`src/rtl/matmul_seq_pkg.sv`:
```
// matmul_seq_pkg: shared state encoding and timing constants for the matmul sequencer
package matmul_seq_pkg;
  typedef enum logic [2:0] {
    S_IDLE,
    S_CLEAR,
    S_FEED,
    S_DRAIN,
    S_DONE
  } state_e;
  localparam int CLEAR_CYCLES = 1;
  localparam int TIMEOUT_MULT = 3;
endpackage

```
`src/rtl/matmul_row_buf.sv`:
```
// matmul_row_buf: row-wide buffer with one write port and one registered read port
module matmul_row_buf #(
  parameter int WIDTH = 32,
  parameter int DEPTH = 4
) (
  input  logic                     clk,
  input  logic                     rst_n,
  input  logic                     wr_en,
  input  logic [$clog2(DEPTH)-1:0] wr_addr,
  input  logic [WIDTH-1:0]         wr_data,
  input  logic                     rd_en,
  input  logic [$clog2(DEPTH)-1:0] rd_addr,
  output logic                     rd_valid,
  output logic [WIDTH-1:0]         rd_data
);
  localparam int AW = $clog2(DEPTH);
  localparam logic [AW-1:0] LAST = AW'(DEPTH - 1);
  logic [WIDTH-1:0] mem_q [DEPTH];
  logic [WIDTH-1:0] mem_d [DEPTH];
  logic             rd_valid_q, rd_valid_d;
  logic [WIDTH-1:0] rd_data_q, rd_data_d;
  // write a row, and look up the requested row (out-of-range rows read as zero)
  always_comb begin
    mem_d = mem_q;
    if (wr_en && wr_addr <= LAST) mem_d[wr_addr] = wr_data;
    rd_valid_d = rd_en;
    rd_data_d  = (rd_en && rd_addr <= LAST) ? mem_q[rd_addr] : '0;
  end
  // storage and read registers
  always_ff @(posedge clk or negedge rst_n) begin
    if (!rst_n) begin
      mem_q      <= '{default: '0};
      rd_valid_q <= 1'b0;
      rd_data_q  <= '0;
    end else begin
      mem_q      <= mem_d;
      rd_valid_q <= rd_valid_d;
      rd_data_q  <= rd_data_d;
    end
  end
  assign rd_valid = rd_valid_q;
  assign rd_data  = rd_data_q;
endmodule

```
`src/rtl/matmul_sequencer.sv`:
```
// matmul_sequencer: loads A/B, clears and feeds a systolic array, collects C; MATMUL_SEQ_TIMEOUT_EN adds a DRAIN watchdog
module matmul_sequencer
  import matmul_seq_pkg::*;
#(
  parameter int DATAWIDTH = 16,
  parameter int N_SIZE    = 5
) (
  input  logic                              clk,
  input  logic                              rst_n,
  input  logic                              ld_valid,
  input  logic                              ld_sel,
  input  logic [$clog2(N_SIZE)-1:0]         ld_row,
  input  logic [N_SIZE*DATAWIDTH-1:0]       ld_data,
  output logic                              ld_ready,
  input  logic                              start,
  output logic                              busy,
  output logic                              done,
  output logic                              err,
  output logic                              sa_rst_n,
  output logic                              sa_valid_in,
  output logic [N_SIZE*DATAWIDTH-1:0]       sa_a_out,
  output logic [N_SIZE*DATAWIDTH-1:0]       sa_b_out,
  input  logic                              sa_valid_out,
  input  logic [N_SIZE*2*DATAWIDTH-1:0]     sa_c_in,
  input  logic                              rd_en,
  input  logic [$clog2(N_SIZE)-1:0]         rd_row,
  output logic                              rd_valid,
  output logic [N_SIZE*2*DATAWIDTH-1:0]     rd_data
);
  localparam int RW  = $clog2(N_SIZE);
  localparam int RWD = N_SIZE * DATAWIDTH;
  localparam logic [RW-1:0] LAST     = RW'(N_SIZE - 1);
  localparam logic [RW-1:0] CLR_LAST = RW'(CLEAR_CYCLES - 1);
  state_e         state_q, state_d;
  logic [RW-1:0]  t_q, t_d, r_q, r_d;
  logic [RWD-1:0] a_q [N_SIZE];
  logic [RWD-1:0] a_d [N_SIZE];
  logic [RWD-1:0] b_q [N_SIZE];
  logic [RWD-1:0] b_d [N_SIZE];
  logic [RWD-1:0] sa_a_q, sa_a_d, sa_b_q, sa_b_d;
  logic           sa_rst_n_q, sa_rst_n_d, sa_valid_q, sa_valid_d;
  logic           busy_q, busy_d, done_q, done_d, ld_ready_q, ld_ready_d;
  logic           feed, cap, last_cap;
`ifdef MATMUL_SEQ_TIMEOUT_EN
  localparam int WW = $clog2(TIMEOUT_MULT * N_SIZE);
  localparam logic [WW-1:0] WLAST = WW'(TIMEOUT_MULT * N_SIZE - 1);
  logic [WW-1:0] wd_q, wd_d;
  logic          err_q, err_d, tmo;
`endif
  // operand loads, FSM sequencing and next values of the registered array-side outputs
  always_comb begin
    state_d  = state_q;
    t_d      = t_q;
    r_d      = r_q;
    a_d      = a_q;
    b_d      = b_q;
    sa_a_d   = '0;
    cap      = (state_q == S_DRAIN) && sa_valid_out;
    last_cap = cap && (r_q == LAST);
`ifdef MATMUL_SEQ_TIMEOUT_EN
    wd_d = '0;
    tmo  = 1'b0;
`endif
    if (state_q == S_IDLE && ld_valid && ld_row <= LAST) begin
      if (ld_sel) b_d[ld_row] = ld_data;
      else a_d[ld_row] = ld_data;
    end
    case (state_q)
      S_IDLE: begin
        if (start) begin
          state_d = S_CLEAR;
          t_d     = '0;
        end
      end
      S_CLEAR: begin
        t_d     = (t_q == CLR_LAST) ? '0 : t_q + RW'(1);
        state_d = (t_q == CLR_LAST) ? S_FEED : S_CLEAR;
      end
      S_FEED: begin
        t_d     = (t_q == LAST) ? t_q : t_q + RW'(1);
        r_d     = '0;
        state_d = (t_q == LAST) ? S_DRAIN : S_FEED;
      end
      S_DRAIN: begin
        r_d = cap ? r_q + RW'(1) : r_q;
`ifdef MATMUL_SEQ_TIMEOUT_EN
        wd_d = wd_q + WW'(1);
        tmo  = (wd_q == WLAST);
`endif
        if (last_cap) state_d = S_DONE;
`ifdef MATMUL_SEQ_TIMEOUT_EN
        else if (tmo) state_d = S_DONE;
`endif
      end
      default: state_d = S_IDLE;
    endcase
    feed = (state_d == S_FEED);
    for (int i = 0; i < N_SIZE; i++)
      sa_a_d[i*DATAWIDTH +: DATAWIDTH] = feed ? a_q[i][int'(t_d)*DATAWIDTH +: DATAWIDTH] : '0;
    sa_b_d     = feed ? b_q[t_d] : '0;
    sa_valid_d = feed;
    sa_rst_n_d = (state_d != S_CLEAR);
    busy_d     = (state_d != S_IDLE);
    done_d     = (state_d == S_DONE);
    ld_ready_d = (state_d == S_IDLE);
`ifdef MATMUL_SEQ_TIMEOUT_EN
    err_d = tmo && !last_cap;
`endif
  end
  // state, operand buffers and registered outputs
  always_ff @(posedge clk or negedge rst_n) begin
    if (!rst_n) begin
      state_q    <= S_IDLE;
      t_q        <= '0;
      r_q        <= '0;
      a_q        <= '{default: '0};
      b_q        <= '{default: '0};
      sa_a_q     <= '0;
      sa_b_q     <= '0;
      sa_valid_q <= 1'b0;
      sa_rst_n_q <= 1'b0;
      busy_q     <= 1'b0;
      done_q     <= 1'b0;
      ld_ready_q <= 1'b1;
`ifdef MATMUL_SEQ_TIMEOUT_EN
      wd_q       <= '0;
      err_q      <= 1'b0;
`endif
    end else begin
      state_q    <= state_d;
      t_q        <= t_d;
      r_q        <= r_d;
      a_q        <= a_d;
      b_q        <= b_d;
      sa_a_q     <= sa_a_d;
      sa_b_q     <= sa_b_d;
      sa_valid_q <= sa_valid_d;
      sa_rst_n_q <= sa_rst_n_d;
      busy_q     <= busy_d;
      done_q     <= done_d;
      ld_ready_q <= ld_ready_d;
`ifdef MATMUL_SEQ_TIMEOUT_EN
      wd_q       <= wd_d;
      err_q      <= err_d;
`endif
    end
  end
  matmul_row_buf #(
    .WIDTH(N_SIZE * 2 * DATAWIDTH),
    .DEPTH(N_SIZE)
  ) u_c_buf (
    .clk     (clk),
    .rst_n   (rst_n),
    .wr_en   (cap),
    .wr_addr (r_q),
    .wr_data (sa_c_in),
    .rd_en   (rd_en),
    .rd_addr (rd_row),
    .rd_valid(rd_valid),
    .rd_data (rd_data)
  );
  assign ld_ready    = ld_ready_q;
  assign busy        = busy_q;
  assign done        = done_q;
  assign sa_rst_n    = sa_rst_n_q;
  assign sa_valid_in = sa_valid_q;
  assign sa_a_out    = sa_a_q;
  assign sa_b_out    = sa_b_q;
`ifdef MATMUL_SEQ_TIMEOUT_EN
  assign err = err_q;
`else
  assign err = 1'b0;
`endif
endmodule

```
`config.mk`:
```
export PLATFORM = sky130hd
export DESIGN_NAME = matmul_sequencer
export DESIGN_NICKNAME = d
export VERILOG_FILES = /design/src/rtl/matmul_seq_pkg.sv /design/src/rtl/matmul_row_buf.sv /design/src/rtl/matmul_sequencer.sv
export SDC_FILE = /design/constraint.sdc
export NUM_CORES = 2
export LEC_CHECK = 0
export BUFFER_PORTS_ARGS = -buffer_cell sky130_fd_sc_hd__buf_2
export CORE_ASPECT_RATIO = 1.25
export CORE_MARGIN = 2
export CORE_UTILIZATION = 40
export CTS_CLUSTER_SIZE = 25
export DETAILED_ROUTE_END_ITERATION = 6
export GPL_TIMING_DRIVEN = 0
export PLACE_DENSITY = 0.63
export SETUP_SLACK_MARGIN = 0.15
export SLEW_MARGIN = 20
export SYNTH_ARGS = -nofsm -noshare
export SYNTH_HDL_FRONTEND = slang
export SYNTH_SLANG_ARGS = --single-unit
```
`constraint.sdc`:
```
create_clock -name clk -period 3.05 [get_ports clk]
set_input_delay 0.1525 -clock clk [delete_from_list [all_inputs] [get_ports clk]]
set_output_delay 0.1525 -clock clk [all_outputs]
set_load 0.05 [all_outputs]
```
# Yosys cells after proc, flatten, opt, wreduce, memory -nomap -nowiden
# Index checks and enable logic that the tools add are counted.
[classes]
order_cmp = 9
reduce_logical = 16
mux = 31
bitwise = 5
eq_ne = 9
add_sub_neg = 2
n_shift = 5
[ops]
columns = ["op", "n"]
rows = [
  ["400-bit bitwise mux", 2],
  ["800-bit bitwise mux", 1],
  ["160-bit two-way mux", 4],
  ["160-bit binary-select mux with 3-bit select", 1],
  ["160-bit demux with 3-bit select", 1],
  ["80-bit by 8-bit variable part select with 16-bit output", 5],
  ["80-bit two-way mux", 4],
  ["80-bit binary-select mux with 3-bit select", 1],
  ["80-bit demux with 3-bit select", 1],
  ["16-bit two-way mux", 5],
  ["3-bit two-way mux", 6],
  ["4-bit greater-or-equal comparator (second input constant)", 4],
  ["3-bit inverter with 4-bit output", 4],
  ["3-bit one-hot mux with 4 select lines", 1],
  ["3-bit by 2-bit equality test with 1-bit output (second input constant)", 3],
  ["3-bit equality test (second input constant)", 3],
  ["3-bit less-or-equal comparator (second input constant)", 3],
  ["3-bit logical NOT", 3],
  ["3-bit one-hot mux with 3 select lines", 1],
  ["1-bit logical AND", 8],
  ["4-bit by 1-bit less-than comparator with 1-bit output (second input constant)", 2],
  ["3-bit by 1-bit adder with 3-bit output (second input constant)", 2],
  ["3-bit one-hot mux with 2 select lines", 1],
  ["2-bit AND reduction", 3],
  ["other kinds (8)", 8],
]
[word_totals]
regBits = 1935
input_bits = 253
wordCells = 104
output_inout_bits = 327

# Longest topological paths before layout
[depth]
depth_word = 8
ltp_mapped = 11
mapped_depth_nobuf = 8

# Cells and area by module
# A second synthesis with hierarchy kept.
[hier_totals]
cells_unflattened = 5585
hier_area_um2 = 81027.7
[modules_own_cells]
columns = ["mod", "cells_each", "instances", "area_per_inst_um2", "seq_area_each_um2"]
rows = [
  ["matmul_sequencer", 2983, 1, 41339.6, 24374.6],
  ["matmul_row_buf", 2602, 1, 39688.1, 24048.1],
]

# Worst setup path after synthesis
# OpenSTA, ideal clock, no wires.
[synth_timing]
path_kind = "reg2reg"
start = "register t_q[0]"
end = "register sa_b_q[30], in the netlist sa_b_out[30]"
stages_incl_launch_ff = 12
path_buffers = 3
setup_time_ns = 0.138
synth_period_minus_slack_ns = 2.343
slack_ns = 0.707
t_required_ns = 2.912
arrival_ns = 2.205
path_cell_list = "dfrtp_1 inv_1 ha_1 a21oi_1 a22oi_1 o32a_1 buf_2 inv_4 buf_6 clkbuf_4 mux2i_1 o221ai_1"
[synth_between]
elab_chain_cells = 8
elab_cells_between_ends = 16
classes_between = "add/sub: 1; eq/ne: 2; mux: 11; bitwise: 1; reduce/logical: 1"
[synth_lines]
columns = ["element", "line", "rtl"]
rows = [
  ["start: declaration", "matmul_sequencer.sv:35", "logic [RW-1:0] t_q, t_d, r_q, r_d;"],
  ["start signal: assignment", "matmul_sequencer.sv:131", "t_q <= t_d;"],
  ["3-bit by 1-bit adder with 3-bit output (tied with other cells)", "matmul_sequencer.sv:76, matmul_sequencer.sv:80", ""],
  ["3-bit two-way mux, on equally long branches", "matmul_sequencer.sv:80, matmul_sequencer.sv:76", ""],
  ["3-bit one-hot mux with 3 select lines", "matmul_sequencer.sv:68", "case (state_q)"],
  ["3-bit inverter with 4-bit output (implied by the code)", "matmul_sequencer.sv:100", "sa_b_d = feed ? b_q[t_d] : '0;"],
  ["80-bit binary-select mux with 3-bit select", "matmul_sequencer.sv:100", ""],
  ["80-bit two-way mux (implied by the code) (2 in series)", "matmul_sequencer.sv:100", ""],
  ["80-bit two-way mux (*)", "matmul_sequencer.sv:100", ""],
  ["net sa_b_d[30]", "matmul_sequencer.sv:40", "logic [RWD-1:0] sa_a_q, sa_a_d, sa_b_q, sa_b_d;"],
  ["end signal: assignment", "matmul_sequencer.sv:119", "sa_b_q <= '0;"],
  ["end signal: assignment", "matmul_sequencer.sv:136", "sa_b_q <= sa_b_d;"],
  ["end: declaration", "matmul_sequencer.sv:40", ""],
]
# The timed path passes the listed nets; every way through them passes the cells marked *. The select of a mux whose other input is x is not followed.
# A chain may end at the register's enable or synchronous reset.

# Final worst setup path
[layout_timing]
start = "register t_q[1]"
end = "register sa_a_q[21], in the netlist sa_a_out[21]"
[layout_between]
elab_chain_cells = 5
elab_cells_between_ends = 13
classes_between = "add/sub: 1; eq/ne: 2; shift: 1; mux: 8; reduce/logical: 1"
[layout_lines]
columns = ["element", "line", "rtl"]
rows = [
  ["3-bit by 1-bit adder with 3-bit output (tied with other cells)", "matmul_sequencer.sv:76, matmul_sequencer.sv:80", ""],
  ["3-bit two-way mux (tied with other cells)", "matmul_sequencer.sv:80", "t_d = (t_q == LAST) ? t_q : t_q + RW'(1);"],
  ["3-bit one-hot mux with 3 select lines / 3-bit one-hot mux with 4 select lines (equally long branches)", "matmul_sequencer.sv:68", ""],
  ["80-bit by 8-bit variable part select with 16-bit output / 3-bit by 2-bit equality test with 1-bit output (equally long branches)", "matmul_sequencer.sv:99, matmul_sequencer.sv:97", ""],
  ["16-bit two-way mux (*)", "matmul_sequencer.sv:99", "sa_a_d[i*DATAWIDTH +: DATAWIDTH] = feed ? a_q[i][int'(t_d)*DATAWIDTH +: DATAWIDTH] : '0;"],
  ["net sa_a_d[21]", "matmul_sequencer.sv:40", ""],
  ["end signal: assignment", "matmul_sequencer.sv:118", "sa_a_q <= '0;"],
  ["end signal: assignment", "matmul_sequencer.sv:135", "sa_a_q <= sa_a_d;"],
  ["end: declaration", "matmul_sequencer.sv:40", ""],
]
# The timed path passes the listed nets; every way through them passes the cells marked *.

==> flow_summary.toml <==
[cells_and_area]
multiInputGateArea_um2 = 30800
stdcell_count = 9146
seq_area_um2 = 48400
area_growth_pct = 20.5
nFillCells = 17600
finalNetCount = 6523
drive_gt1_frac = 0.456

[synthesis]
ys_seq_area_frac = 0.601
synthesis.nets = 5595
synthXorXnorAreaFrac = 0
yosysWarningCount = 0
synth-compound-area-share = 0.0301
ys_top_cells_by_count = "dfrtp_1 (1,934), mux2_2 (1,543), mux2i_1 (321), nand2_1 (252), clkbuf_1 (166)"
synth.area.top_cells = "dfrtp_1 (60%), mux2_2 (22%), mux4_2 (4.5%), mux2i_1 (4.0%), o221ai_1 (1.7%)"
synth_ff_type = "dfrtp_1"
netlist.top_cell.by_area = "dfrtp_1"
synth-async-reset-ratio = 1.00
synth.distinct_cells = 48
avgSynthCellArea_um2 = 15.1
synth_simple_gate_area_frac = 0.0318
post_synth_fa_ha_maj_area_fraction = 0.000621
synth.ff_latch_count = 1935
synthCells = 5338
synthesis.area_um2 = 80600
synth_top_family_by_area = "multiplexers"
synth_top_area_share = 0.600
synth_enable_flop_cells = 0
synth_mux_area_frac = 0.308
synth.most_common_cell = "dfrtp_1"

[drt]
num_vias = 50200
viasPerCell = 5.49
drc_errors = 0
ant_nets = 0
drt_iter0_drc = 3304
dr.pass1.iters = 5
wl_mm = 248
wire_per_inst_um = 27.1

[power_and_ir_drop]
ir_drop_mv = 0.630
p_total_mw = 85.9
p_per_area_nw_per_um2 = 884
power_frac_seq = 0.417
p_sw_mw = 27.8
p_int_mw = 58.0
swShare = 0.324
combPwrFrac = 0.299
leakage_nw = 45.2
p_clk_frac = 0.284

[critical_path]
critPathTopFamily = "compound AO/OA/AOI/OAI gates"
max_stage_delay_ps = 410
crit_top_cell = "buf_8"
path_max_fanout = 10
start_kind = "flop"
crit_type = "flop to flop"
cp_num_cells = 11
worstSetupEndpointType = "flop"
worstPathRequired_ps = 3730
cp.arrival_ps = 3580
rr_endpoint = "sa_a_out[21]$_DFF_PN0_"
crit_buf_inv = 5
slowest_stage = "dfrtp_2"
rr_worst_depth = 11
timing.rr.start = "t_q[1]$_DFF_PN0_"
reg2reg_slack_ps = 150
path_cells = "inv_1 > ha_1 > a21oi_2 > a22oi_1 > o32a_1 > buf_4 > inv_6 > buf_8 > buf_8 > mux2i_2 > o221ai_2"

[die]
die_h_um = 506
die_w_um = 406
start_util = 0.402
ios = 580
core-area_um2 = 201000
die-area_um2 = 205000
rows = 184

[grt]
grt_max_degree = 145
grt_pass1_vias = 53100
grt_overflow_total = 0
grt_pass1_wl_mm = 362
grt_usage = 0.240
antenna_found_initial = 52

[sta]
fmax_mhz = 345
worst_hold_slack_ps = -214
clock_skew_ps = 113
worst_slew_pin_slew_ps = 1250
finalHoldViolCount = 252
setup_viol = 0
rsz0062_at_grt = "true"
relSlewSlack = 0.168
period_share = 0.951
period_minus_slack_ps = 2900
drv_slew = 0

[clocking]
root_buffer = "clkbuf_16"
cts_sinks = 1935
cts_tree = "built"
clk_pin_slew_ps = 70
cts_made_buffers = 192
htreeDepth = 4
clk_latency_ps = 860
cts_max_path_buffers = 3

[status]
violations = "negative hold slack"
status = "finished, violations left"

[placed_design]
gp_congestion = 0.935
dp_cells = 8544
hpwl_mm = 176
portBuffers = 492

[worst_hold_path]
worstHoldPathType = "input pin to asynchronous set/reset pin"

[job]
drv_cap = 0
[layer usage]
layer	GRT usage	wire length (um)	vias up	share of wire
li1	-	-	21400	-
met1	0.303	99200	26600	0.40
met2	0.384	116000	1602	0.47
met3	0.0752	21600	487	0.087
met4	0.0917	10400	62	0.042
met5	0.00374	473	-	0.0019
[cells in the final DEF (no fill, tap or decap), types with 36 or more instances in the layout]
cell type,n
nand2_1,250
buf_2,629
mux2_2,1543
nor2b_1,42
a22oi_1,41
buf_4,37
nand4_1,162
buf_1,89
dfrtp_1,1933
buf_6,36
mux2_1,57
o221ai_2,36
a21oi_1,121
mux2i_4,36
clkbuf_16,197
o221ai_1,122
mux2i_1,261
clkbuf_2,39
clkbuf_8,39
dlygate4sd3_1,192
clkbuf_1,169
mux4_2,160
[power groups by stage]
stage          registers, mW  logic (mW)  clock network [mW]
3_5_place_dp            36.1        23.7                   0
4_1_cts                 35.8        25.2                24.9
3_3_place_gp            36.0        23.1                   0
6_report                35.8        25.7                24.4
2_1_floorplan           36.7        15.3                   0
5_1_grt                 36.6        27.0                25.9
[tightest hold or removal path: stages]
cell	delay, ps
buf_12	80
buf_16	90
buf_16	90
buf_16	90
buf_16	110
buf_16	450
[repair_timing]
item / in CTS / in global routing
hold buffers: 193 / 6
endpoints found under the setup margin: 1028 / 507
gates resized for setup: 207 / 64
pin swaps: 8 / 2
setup buffers: 18 / 4
hold endpoints to repair: 1313 / 296
cloned: 0 / 4
[stage by stage]
step / util / setup slack (ps) / cell area, um^2 / setup TNS [ps]
2_1_floorplan: - / 707 / 80600 / 0
3_3_place_gp: 0.431 / -40410 / 86400 / -
3_5_place_dp: 0.433 / -727 / 87000 / -324020
4_1_cts: 0.481 / 113 / 96500 / 0
5_1_grt: 0.484 / 79.6 / 97100 / 0
6_report: 0.484 / 148 / 97100 / 0
[final cells by class]
type	count	area share
Clock buffer	278	0.0568
Sequential cell	1935	0.499
Multi-Input combinational cell	2925	0.317
Inverter	10	0.000438
Antenna cell	24	0.000618
Tap cell	2697	0.0347
Clock inverter	75	0.0107
Buffer	468	0.0265
Timing Repair Buffer	734	0.0548
[kinds of logic (layout without fill, tap and decap cells)]
logic type      after synthesis  count (layout)
simple gates                500             500
fa+ha+maj                     4               4
other cells                   1              25
buf+inv                     478            1565
mux                        2081            2081
compound gates              339             339
flops                      1935            1935
[flip-flops by register name, indices dropped and copies added, names as in the netlist]
register	flops
a_q	400
b_q	400
busy	1
done	1
ld_ready	1
r_q	3
sa_a_out	80
sa_b_out	80
sa_rst_n	1
sa_valid_in	1
state_q	3
t_q	3
u_c_buf.mem_q	800
u_c_buf.rd_data	160
u_c_buf.rd_valid	1
[how the worst max path moves through the flow]
stage / startpoint / endpoint
final: t_q[1]$_DFF_PN0_ / sa_a_out[21]$_DFF_PN0_
after global routing: t_q[1]$_DFF_PN0_ / sa_b_out[25]$_DFF_PN0_
after CTS: t_q[1]$_DFF_PN0_ / sa_a_out[21]$_DFF_PN0_
after detailed placement: t_q[1]$_DFF_PN0_ / sa_a_out[21]$_DFF_PN0_
after global placement: rst_n / u_c_buf.mem_q[83]$_DFFE_PN0P_
after floorplan: t_q[0]$_DFF_PN0_ / sa_b_out[30]$_DFF_PN0_
Note: power is estimated with default switching activity, not from simulation.
